===== src/rtl/mult_ctrl_if.sv =====
// mult_ctrl_if: switch, multiplier-bit and strobe bundle between mult_ctrl and the datapath
interface mult_ctrl_if #(parameter int N = 8);
  localparam int CW = $clog2(N);
  logic run;
  logic clear_a_load_b;
  logic m;
  logic clear_a;
  logic ld_b;
  logic ld_a;
  logic sub;
  logic shift_en;
  logic busy;
  logic done;
  logic [CW-1:0] iter;
  modport master (
    output run, clear_a_load_b, m,
    input  clear_a, ld_b, ld_a, sub, shift_en, busy, done, iter
  );
  modport slave (
    input  run, clear_a_load_b, m,
    output clear_a, ld_b, ld_a, sub, shift_en, busy, done, iter
  );
endinterface


===== src/rtl/mult_ctrl.sv =====
// mult_ctrl: shift-add signed multiplier control FSM, N add/shift iterations then hold until run drops
module mult_ctrl #(parameter int N = 8) (
  input logic clk,
  input logic reset_n,
  mult_ctrl_if.slave bus
);
  localparam int CW = $clog2(N);
  typedef enum logic [2:0] {IDLE, CLEAR, ADD, SHIFT, DONE} state_t;
  state_t state, state_nx;
  logic [CW-1:0] cnt, cnt_nx;
  logic last, load_req;
  assign last = cnt == CW'(N - 1);
  always_ff @(posedge clk) begin
    if (!reset_n) begin
      state <= IDLE;
      cnt <= '0;
    end else begin
      state <= state_nx;
      cnt <= cnt_nx;
    end
  end
  always_comb begin
    state_nx = IDLE;
    case (state)
      IDLE:    state_nx = bus.run ? CLEAR : IDLE;
      CLEAR:   state_nx = ADD;
      ADD:     state_nx = SHIFT;
      SHIFT:   state_nx = last ? DONE : ADD;
      DONE:    state_nx = bus.run ? DONE : IDLE;
      default: state_nx = IDLE;
    endcase
    cnt_nx = state == CLEAR ? '0 :
             (state == SHIFT && !last) ? cnt + CW'(1) :
             (state == DONE && !bus.run) ? '0 : cnt;
  end
  // switch load is Mealy in IDLE, suppressed by run and by an asserted reset
  assign load_req = state == IDLE && reset_n && !bus.run && bus.clear_a_load_b;
  always_comb begin
    bus.clear_a  = state == CLEAR || load_req;
    bus.ld_b     = load_req;
    bus.ld_a     = state == ADD && bus.m;
    bus.sub      = state == ADD && bus.m && last;
    bus.shift_en = state == SHIFT;
    bus.busy     = state == CLEAR || state == ADD || state == SHIFT;
    bus.done     = state == DONE;
    bus.iter     = cnt;
  end
endmodule

===== src/flat_wrapper.sv =====
// flat-port wrapper written by rule: the top's interface ports become plain ports
module mult_ctrl_flat 
#(parameter int N = 8)
  (clk, reset_n, bus_run, bus_clear_a_load_b, bus_m, bus_clear_a, bus_ld_b, bus_ld_a, bus_sub, bus_shift_en, bus_busy, bus_done, bus_iter);
  mult_ctrl_if #(.N(N)) bus_i ();
  input logic clk;
  input logic reset_n;
  input wire logic [$bits(bus_i.run)-1:0] bus_run;
  input wire logic [$bits(bus_i.clear_a_load_b)-1:0] bus_clear_a_load_b;
  input wire logic [$bits(bus_i.m)-1:0] bus_m;
  output wire logic [$bits(bus_i.clear_a)-1:0] bus_clear_a;
  output wire logic [$bits(bus_i.ld_b)-1:0] bus_ld_b;
  output wire logic [$bits(bus_i.ld_a)-1:0] bus_ld_a;
  output wire logic [$bits(bus_i.sub)-1:0] bus_sub;
  output wire logic [$bits(bus_i.shift_en)-1:0] bus_shift_en;
  output wire logic [$bits(bus_i.busy)-1:0] bus_busy;
  output wire logic [$bits(bus_i.done)-1:0] bus_done;
  output wire logic [$bits(bus_i.iter)-1:0] bus_iter;
  assign bus_i.run = bus_run;
  assign bus_i.clear_a_load_b = bus_clear_a_load_b;
  assign bus_i.m = bus_m;
  assign bus_clear_a = bus_i.clear_a;
  assign bus_ld_b = bus_i.ld_b;
  assign bus_ld_a = bus_i.ld_a;
  assign bus_sub = bus_i.sub;
  assign bus_shift_en = bus_i.shift_en;
  assign bus_busy = bus_i.busy;
  assign bus_done = bus_i.done;
  assign bus_iter = bus_i.iter;
  mult_ctrl #(.N(N)) u_core (.clk(clk), .reset_n(reset_n), .bus(bus_i));
endmodule

===== config.mk =====
export PLATFORM = sky130hd
export DESIGN_NAME = mult_ctrl_flat
export DESIGN_NICKNAME = d
export VERILOG_FILES = /design/src/rtl/mult_ctrl_if.sv /design/src/rtl/mult_ctrl.sv /design/src/flat_wrapper.sv
export SDC_FILE = /design/constraint.sdc
export NUM_CORES = 1
export LEC_CHECK = 0
export CORE_MARGIN = 2
export CORE_UTILIZATION = 24
export CTS_BUF_LIST = sky130_fd_sc_hd__clkbuf_8
export DETAILED_ROUTE_END_ITERATION = 8
export PLACE_DENSITY = 0.48
export SYNTH_ARGS = -nofsm -noshare
export SYNTH_HDL_FRONTEND = slang
export SYNTH_SLANG_ARGS = --single-unit
export TNS_END_PERCENT = 50

===== constraint.sdc =====
create_clock -name clk -period 1.3 [get_ports clk]
set_input_delay 0.325 -clock clk [delete_from_list [all_inputs] [get_ports clk]]
set_output_delay 0.325 -clock clk [all_outputs]
set_load 0.01 [all_outputs]

==> metrics.md <==
| Metric | Value |
|---|---|
| Status | `finished with violations` |
| Violated checks | `setup timing` |
| Largest net degree at the start of global routing | `7` |
| Post-Synth XOR/XNOR Area | `0.02280` |
| CTS Buffer Depth | `2` |
| Final worst path period share | `1.179` |
| Critical path cell sequence | `inv_4 -> buf_4 -> buf_4 -> a21o_1 -> buf_2` |
| Vias in the first global route | `460` |
| Antenna violations before repair | `0` |
| Root Buffer | `clkbuf_8` |
| Hold Buf Count CTS | `0` |
| Fmax | `0.6525 GHz` |
| GRT Resource Usage Total | `0.1607` |
| Worst path required time | `980 ps` |
| Pre-antenna DRT Iters | `3` |
| Antenna cells | `0` |
| Simple-gate area share of the yosys netlist | `0.3746` |
| Static leakage | `0.0003873 uW` |
| Die height | `44.01 microns` |
| CP arrival | `1210 ps` |
| Syn Std Cell Area | `384.1 sq um` |
| PwrDens | `804.8 mW/mm^2` |
| Post-synthesis sequential area ratio | `0.3127` |
| Final Skew | `0.3868 ps` |
| Final HPWL DP | `876.3 microns` |
| Routed WL per cell | `14.41 microns` |
| Starting DRT DRC Count | `1` |
| # rows | `14` |
| DP Worst Slack | `-902.1 ps` |
| Crit end category | `output port` |
| Max_cap viols | `0` |
| Final setup fails | `8` |
| GPL Wtd Cong | `0.7454` |
| Most frequent cell on the critical path | `buf_4` |
| Main combinational cell family by area after synthesis | `simple AND/OR/NAND/NOR gates` |
| Nets | `81` |
| Post-route ant nets | `0` |
| Die width | `44.01 microns` |
| Cells after synthesis | `39` |
| Mapped Nets | `46` |
| I/O Buffers | `14` |
| CP Launch Type | `flop` |
| Synth Area per Inst | `9.849 sq um` |
| Core Region | `0.001506 sq mm` |
| CTS Buf Count | `3` |
| Worst-Skew Late Latency | `230 ps` |
| RSZ-0062 raised after global routing | `yes` |
| CP max FO | `4` |
| Clk sinks | `6` |
| Setup ws final | `-232.7 ps` |
| Synth Area in Compound Gates | `0.1564` |
| H-tree Lvls | `1` |
| Area grow syn2layout | `102.9%` |
| HP Class | `reg2reg` |
| Worst-margin pin slew | `212.2 ps` |
| Vias per cell | `4.795` |
| Crit-path max cell delay | `380 ps` |
| Drt drc | `0` |
| Die ar. | `0.001936 sq mm` |
| VDD IR-drop max | `0.4662 mV` |
| Final min period | `1533 ps` |
| Placed Cells incl. Taps | `81` |
| Synth Register Bits | `6` |
| Non-filler instance count after layout | `88` |
| Worst relative slew slack | `0.8579` |
| Global-route wire length before repair | `2132 microns` |
| I/O Pins | `15` |
| Total grt overflow | `0` |
| Yosys warns | `0` |
| Count of final hold-check violations | `0` |
| Total Wirelength | `1268 microns` |
| Layout cells sized above 1 | `0.6389` |
| Fraction of synthesized area in multiplexers | `0` |
| Crit Path Category | `reg2out` |
| Library cells used by synthesis | `25` |
| Initial core utilization | `0.2550` |
| Via Count | `422` |
| Reg clk slew, reported paths | `40 ps` |
| CTS tree | `yes` |
| Critical-path top delay cell | `dfxtp_4` |
| Adder-Cell Fraction of Synth Area | `0.06515` |
| Final Max Slew Viols | `0` |
[sequential cells by signal, indices dropped and copies added (netlist names)]
| signal | flops |
|---|---|
| u_core.bus.iter | 3 |
| u_core.state | 3 |
[cells by family (layout without fill, tap and decap cells)]
logic type      count (synthesis)  in the layout
flops                           6              6
buf+inv                         3             36
fa+ha+maj                       2              2
simple gates                   19             19
compound gates                  8              8
xor+xnor                        1              1
[critical path: cells and delay by family (launching register included)]
kind / cells / cell delay, ps
AOI/OAI and AO/OA: 1 / 160
DFF: 1 / 380
buffers and inverters: 4 / 430
[stage by stage]
step | hold WS (ps) | setup TNS, ps | power, uW | instance area (sq um) | util
3_3_place_gp | 596.6 | -4389 | 332.9 | 673.1 | 0.4468
5_1_grt | 618.0 | -1591 | 663.8 | 779.5 | 0.5174
6_report | 596.8 | -1059 | 627.3 | 779.5 | 0.5174
4_1_cts | 592.2 | -948.6 | 630.3 | 750.7 | 0.4983
3_5_place_dp | 597.6 | -4599 | 333.3 | 673.1 | 0.4468
2_1_floorplan | 470.8 | -8.809 | 264.7 | 430.4 | -
[layer usage]
layer / vias up / share of wire / global-route usage
li1: 211 / - / -
met1: 195 / 0.40 / 0.1617
met2: 14 / 0.52 / 0.2735
met3: 2 / 0.063 / 0.07083
met4: 0 / 0.017 / 0.09091
met5: - / 0 / 0
[synthesized netlist by cell type]
library cell / instances / area, sq um
nor4b_2: 1 / 15.01
nor3b_1: 1 / 7.510
and2_2: 1 / 7.510
a31oi_1: 1 / 6.260
and4bb_1: 1 / 12.51
o21ai_0: 2 / 10.01
and4b_1: 1 / 10.01
ha_1: 2 / 25.02
a21o_1: 1 / 7.510
xor2_1: 1 / 8.760
inv_1: 1 / 3.750
nor2b_2: 1 / 8.760
and3_1: 1 / 6.260
and2_1: 2 / 12.51
a21boi_1: 1 / 7.510
buf_6: 2 / 22.52
nor3b_2: 1 / 12.51
o21ai_2: 1 / 8.760
and4_1: 2 / 17.52
nor2_1: 3 / 11.26
a41o_1: 2 / 20.02
nand2b_1: 1 / 6.260
nor2b_1: 1 / 6.260
dfxtp_1: 6 / 120.1
nand3_1: 2 / 10.01
[placed cells by master, fill, tap and decap left out, types with 2 or more instances in the layout]
| cell | instances |
|---|---|
| a41o_1 | 2 |
| and2_4 | 2 |
| and4_1 | 2 |
| buf_2 | 4 |
| buf_4 | 14 |
| buf_6 | 7 |
| clkbuf_8 | 3 |
| clkdlybuf4s15_1 | 4 |
| dfxtp_2 | 3 |
| dfxtp_4 | 3 |
| dlygate4sd2_1 | 3 |
| ha_4 | 2 |
| nand3_1 | 2 |
| nor2_1 | 2 |
| nor2b_4 | 2 |
| o21ai_0 | 2 |
[worst paths after layout]
| check | startpoint | end | slack, ps | cells past startpoint |
|---|---|---|---|---|
| max reg2reg | u_core.bus.iter[0] | u_core.bus.iter[0] | -60 | 6 |
| max | u_core.state[1] | bus_clear_a | -230 | 5 |
| min | u_core.state[1] | u_core.state[1] | 600 | 2 |
| min reg2reg | u_core.state[1] | u_core.state[1] | 600 | 2 |
[repair_timing]
item,in CTS,in global routing
endpoints found under the setup margin,13,13
buffers inserted,2,2
pin swaps,9,6
resized for setup,53,5
[layout make-up]
cell class / instances / area, sq um
Fill cell: 151 / 726.9
Inverter: 1 / 6.256
Clock buffer: 3 / 41.29
Timing Repair Buffer: 32 / 270.3
Multi-Input combinational cell: 30 / 306.5
Tap cell: 16 / 20.02
Sequential cell: 6 / 135.1
[power breakdown]
group | internal [uW] | switching (uW) | total (uW) | leakage [uW]
Clock | 200 | 88.1 | 288 | 0.0000216
Sequential | 189 | 11.9 | 201 | 0.0000524
Combinational | 79.0 | 59.4 | 138 | 0.000313
Total | 468 | 159 | 627 | 0.000387
No activity file was read; power rests on OpenSTA's default activity.
